`src/rtl/counter_game_pkg.sv`:
```
// ============================================================================
//  counter_game_pkg
//  Shared types and constants for the four-bit counter game.
//  Revision: 1.0
// ============================================================================
`default_nettype none

package counter_game_pkg;

   localparam int                CNT_W     = 4;
   localparam logic [CNT_W-1:0]  CNT_MAX   = 4'd15;
   localparam logic [CNT_W-1:0]  TALLY_MAX = 4'd15;

   typedef enum logic [1:0] {
      UP1 = 2'b00,
      UP2 = 2'b01,
      DN1 = 2'b10,
      DN2 = 2'b11
   } ctrl_e;

   typedef enum logic [1:0] {
      NONE       = 2'b00,
      LOSER_WON  = 2'b01,
      WINNER_WON = 2'b10
   } who_e;

endpackage

`default_nettype wire

```
`src/rtl/counter_game_tally_ctr.sv`:
```
// ============================================================================
//  tally_ctr
//  Four-bit tally with clear, increment enable and a flag for the increment
//  that lands exactly on the maximum. Holds at the maximum.
//  Revision: 1.0
// ============================================================================
`default_nettype none

module tally_ctr
   import counter_game_pkg::*;
(
   input  logic clk,
   input  logic rst,
   input  logic i_clr,
   input  logic i_inc,
   output logic o_reached_max
);

   localparam logic [CNT_W-1:0] c_pre_max = TALLY_MAX - CNT_W'(1);

   logic [CNT_W-1:0] r_count;

   always_ff @(posedge clk) begin
      if (rst || i_clr) begin
         r_count <= '0;
      end else if (i_inc && (r_count != TALLY_MAX)) begin
         r_count <= r_count + CNT_W'(1);
      end
   end

   // Asserted on the cycle whose increment makes the tally reach the maximum.
   assign o_reached_max = i_inc && !(rst || i_clr) && (r_count == c_pre_max);

endmodule

`default_nettype wire

```
`src/rtl/counter_game.sv`:
```
// ============================================================================
//  counter_game
//  Four-bit up/down counter game with win/loss tallies and auto-restart.
//  Revision: 1.0
// ============================================================================
`default_nettype none

module counter_game
   import counter_game_pkg::*;
(
   input  logic             clock,
   input  logic [1:0]       control,
   input  logic [CNT_W-1:0] initial_value,
   input  logic             INIT,
   output logic [CNT_W-1:0] counter,
   output logic             WINNER,
   output logic             LOSER,
   output logic             GAMEOVER,
   output logic [1:0]       WHO
);

   logic [CNT_W-1:0] r_count;
   logic             r_winner;
   logic             r_loser;
   logic             r_gameover;
   who_e             r_who;

   logic [CNT_W-1:0] w_next;
   logic             w_clr;
   logic             w_hit_max;
   logic             w_hit_zero;
   logic             w_wins_max;
   logic             w_losses_max;

   always_comb begin
      w_next = r_count;
      case (ctrl_e'(control))
         UP1: w_next = r_count + CNT_W'(1);
         UP2: w_next = r_count + CNT_W'(2);
         DN1: w_next = r_count - CNT_W'(1);
         DN2: w_next = r_count - CNT_W'(2);
         default: w_next = r_count;
      endcase
   end

   // Tallies are cleared on the restart edge that follows a game over.
   assign w_clr      = r_gameover;
   assign w_hit_max  = (w_next == CNT_MAX);
   assign w_hit_zero = (w_next == '0);

   tally_ctr u_wins (
      .clk           (clock),
      .rst           (INIT),
      .i_clr         (w_clr),
      .i_inc         (w_hit_max),
      .o_reached_max (w_wins_max)
   );

   tally_ctr u_losses (
      .clk           (clock),
      .rst           (INIT),
      .i_clr         (w_clr),
      .i_inc         (w_hit_zero),
      .o_reached_max (w_losses_max)
   );

   always_ff @(posedge clock) begin
      if (INIT) begin
         r_count    <= initial_value;
         r_winner   <= 1'b0;
         r_loser    <= 1'b0;
         r_gameover <= 1'b0;
         r_who      <= NONE;
      end else if (r_gameover) begin
         r_count    <= initial_value;
         r_winner   <= 1'b0;
         r_loser    <= 1'b0;
         r_gameover <= 1'b0;
      end else begin
         r_count    <= w_next;
         r_winner   <= w_hit_max;
         r_loser    <= w_hit_zero;
         if (w_wins_max) begin
            r_gameover <= 1'b1;
            r_who      <= WINNER_WON;
         end else if (w_losses_max) begin
            r_gameover <= 1'b1;
            r_who      <= LOSER_WON;
         end
      end
   end

   assign counter  = r_count;
   assign WINNER   = r_winner;
   assign LOSER    = r_loser;
   assign GAMEOVER = r_gameover;
   assign WHO      = r_who;

endmodule

`default_nettype wire

```
`config.mk`:
```
export PLATFORM = sky130hd
export DESIGN_NAME = counter_game
export DESIGN_NICKNAME = d
export VERILOG_FILES = /design/src/rtl/counter_game_pkg.sv /design/src/rtl/counter_game_tally_ctr.sv /design/src/rtl/counter_game.sv
export SDC_FILE = /design/constraint.sdc
export NUM_CORES = 1
export LEC_CHECK = 0
export ABC_AREA = 1
export CELL_PAD_IN_SITES_DETAIL_PLACEMENT = 2
export CELL_PAD_IN_SITES_GLOBAL_PLACEMENT = 2
export CORE_MARGIN = 5
export CORE_UTILIZATION = 27
export CTS_CLUSTER_DIAMETER = 30
export DETAILED_ROUTE_END_ITERATION = 8
export GPL_TIMING_DRIVEN = 0
export PLACE_DENSITY = 0.72
export SYNTH_ARGS = -nofsm -noshare
export SYNTH_HDL_FRONTEND = slang
export SYNTH_SLANG_ARGS = --single-unit
```
`constraint.sdc`:
```
create_clock -name clock -period 2.15 [get_ports clock]
set_input_delay 0.645 -clock clock [delete_from_list [all_inputs] [get_ports clock]]
set_output_delay 0.645 -clock clock [all_outputs]
set_load 0.1 [all_outputs]
```
==> metrics.cfg <==
[status]
outcome = finished clean

[drt]
vias = 1034
vias_per_cell = 4.64
drt_drc_violations_left = 0
wl_per_cell_um = 13.7
dr.pass1.iters = 2
drt_iter0_markers = 28
ant_nets = 0
totalWireLength_mm = 3.05

[power]
clock_power_share_pct = 23.9
swShare_pct = 41.6
peakVddDrop_uv = 207
p_int_uw = 603
seqPwrFrac_pct = 34.8
p_switching_uw = 428
pwr-share-comb_pct = 41.3
p_leak_nw = 0.697
power_density_nw_per_um2 = 688

[critical_path]
start_kind = register
end_kind = primary output
cp_max_fo = 5
slowest_stage = dlygate4sd2_1
crit_chain = dlygate4sd2_1
critPathArrivalTime_ps = 1470
max_stage_delay_ps = 850
cp.required_ps = 1500
reg2reg_depth = 9
path_delay_family = buffers and inverters
cp.depth = 1
critPathKind = reg2out
crit_buf_inv = 1

[placement]
io_buffers = 15
gp_congestion = 0.773
placed_area_um2 = 1330
dp_slack_ps = -868
hpwl_mm = 2.36

[timing]
drv_slew = 0
hold_viol = 0
relSlewSlack_pct = 35.8
final.setup.tns_ps = 0
rsz0062_at_grt = yes
setup_viol = 0
fin_skew_ps = 5.49
fin_crit_sh_pct = 98.4
max_freq_mhz = 473
fin_crit_ps = 2110
tightest_slew_ps = 967
setup_slack_ps = 35.4
holdWs_ps = 504

[finish]
syn_to_final_growth_pct = 37.9
nets = 188
fin_area_um2 = 1500
mostFrequentLayoutCells = nand2_1 (26), inv_1 (19), dfxtp_1 (14), nand3_1 (10)
drive_gt1_share_pct = 28.3
finalCoreUtilization_pct = 38.0
diodes = 0
final_common_cell = nand2_1

[synthesis]
synthSimpleGateAreaFrac_pct = 34.9
synth_seq_cells = 17
synthCells = 145
syn_area_um2 = 1090
synth.area.mux_share_pct = 0
synth_top_family_by_area = simple AND/OR/NAND/NOR gates
synthAdderAreaFrac_pct = 7.59
synthXorXnorAreaFrac_pct = 5.64
syn_nets = 159
ys_seq_area_share_pct = 31.3
yosysWarnings = 0
synth_compound_area_share_pct = 9.90
postSynthAreaPerCell_um2 = 7.50
synth_cell_types = 30

[die]
io_pins = 17
initial_core_util_pct = 27.6
die_w_um = 73.5
die_h_um = 73.5
dieArea_um2 = 5400
coreArea_um2 = 3940
rows = 23

[min_path]
hp-class = reg2reg
whs_path_depth = 2

[clocking]
cts_tree = done
cts_buffer_depth = 2
cts_sinks = 17
cts_buffers = 3
clock_latency_ps = 260
clock-root-buffer = clkbuf_8
ctsHtreeMaxLevel = 1
clkTransAtPathRegs_ps = 70

[grt]
grt_pass1_vias = 1155
grt_pass1_wl_mm = 5.06
antenna_found_initial = 0
grt_max_degree = 11
gr-usage-all-layers_pct = 11.9
overflow = 0

[job]
max_cap_viol_count = 0

==> worst reg2reg max path: stages, from the launching register on <==
cell and delay, ps:
dfxtp_4 380, inv_1 110, fa_1 490, or2_4 250, nand2_4 110, inv_4 60, nor2_8 120, nand4_1 170
a21oi_1 190, nor2_1 50
==> cell usage after synthesis <==
| master | count | share of area (%) |
|---|---|---|
| nor2_1 | 11 | 3.8 |
| nand3_4 | 1 | 1.6 |
| a31oi_1 | 1 | 0.58 |
| buf_6 | 1 | 1.0 |
| xnor2_1 | 4 | 3.2 |
| a21oi_1 | 6 | 2.8 |
| ha_1 | 5 | 5.8 |
| o21ai_1 | 2 | 0.92 |
| inv_1 | 21 | 7.3 |
| xor2_1 | 3 | 2.4 |
| nor2_8 | 1 | 1.8 |
| dfxtp_1 | 17 | 31 |
| nand3_1 | 10 | 4.6 |
| or2_2 | 1 | 0.58 |
| clkbuf_1 | 1 | 0.34 |
| o21ai_0 | 5 | 2.3 |
| a211oi_4 | 1 | 1.8 |
| inv_2 | 2 | 0.69 |
| nand2_2 | 4 | 2.3 |
| and3_1 | 1 | 0.58 |
| nor4_1 | 1 | 0.58 |
| inv_4 | 1 | 0.58 |
| fa_1 | 1 | 1.8 |
| nand3_2 | 4 | 3.7 |
| nand2_4 | 2 | 2.1 |
| inv_6 | 1 | 0.81 |
| nand2_1 | 30 | 10 |
| o21bai_1 | 1 | 0.69 |
| nand4_1 | 5 | 2.9 |
| a21oi_2 | 1 | 0.81 |
==> worst paths after layout <==
check | startpoint | to | slack (ps)
max reg2reg | counter[1]$_DFF_P_ | WHO[0]$_SDFFE_PP0P_ | 130
min | u_losses.r_count[1]$_SDFFE_PP0P_ | u_losses.r_count[1]$_SDFFE_PP0P_ | 500
max | counter[2]$_DFF_P_ | counter[2] | 40
min reg2reg | u_losses.r_count[1]$_SDFFE_PP0P_ | u_losses.r_count[1]$_SDFFE_PP0P_ | 500
==> timing repair <==
item | CTS | global route
pin swaps | 7 | 17
gates resized for setup | 22 | 14
setup endpoints to repair | 24 | 10
buffers inserted | 2 | 7
hold buffers | 0 | 0
==> flip-flops by register name, indices dropped and copies added, names as in the netlist <==
signal	count
GAMEOVER	1
LOSER	1
WHO	2
WINNER	1
counter	4
u_wins.r_count	4
u_losses.r_count	4
==> power by group through the flow <==
| stage | combinational (mW) | clock, mW | sequential (mW) |
|---|---|---|---|
| finish | 0.426 | 0.246 | 0.359 |
| global placement | 0.383 | 0 | 0.363 |
| detailed placement | 0.395 | 0 | 0.364 |
| global route | 0.467 | 0.276 | 0.363 |
| floorplan | 0.212 | 0 | 0.455 |
| CTS | 0.405 | 0.256 | 0.359 |
==> stage by stage <==
step / power, mW / std cells
final: 1.03 / 223
after global routing: 1.11 / 223
after CTS: 1.02 / 216
after detailed placement: 0.759 / 210
after global placement: 0.746 / 210
after floorplan: 0.667 / 145
==> metal layers <==
layer / track usage (%) / wire length (µm)
met5: 0 / 0
met1: 12.9 / 1200
met4: 3.82 / 39
met3: 2.33 / 103
met2: 22.8 / 1710
==> cell type report <==
| type | instances | area [µm²] |
|---|---|---|
| Fill cell | 451 | 2440 |
| Multi-Input combinational cell | 101 | 699 |
| Sequential cell | 17 | 349 |
| Timing Repair Buffer | 24 | 209 |
| Inverter | 25 | 109 |
| Tap cell | 50 | 62.6 |
| Clock buffer | 3 | 41.3 |
| Buffer | 2 | 23.8 |
| Clock inverter | 1 | 5.00 |
==> cells by family (layout without fill, tap and decap cells) <==
group | Yosys count | after routing
AOI/OAI and AO/OA | 17 | 17
xor gates and xnor gates | 7 | 7
adders and majority gates | 6 | 6
buffers and inverters | 27 | 55
DFF | 17 | 17
and+or+nand+nor | 71 | 71
(Power assumes the default switching activity.)
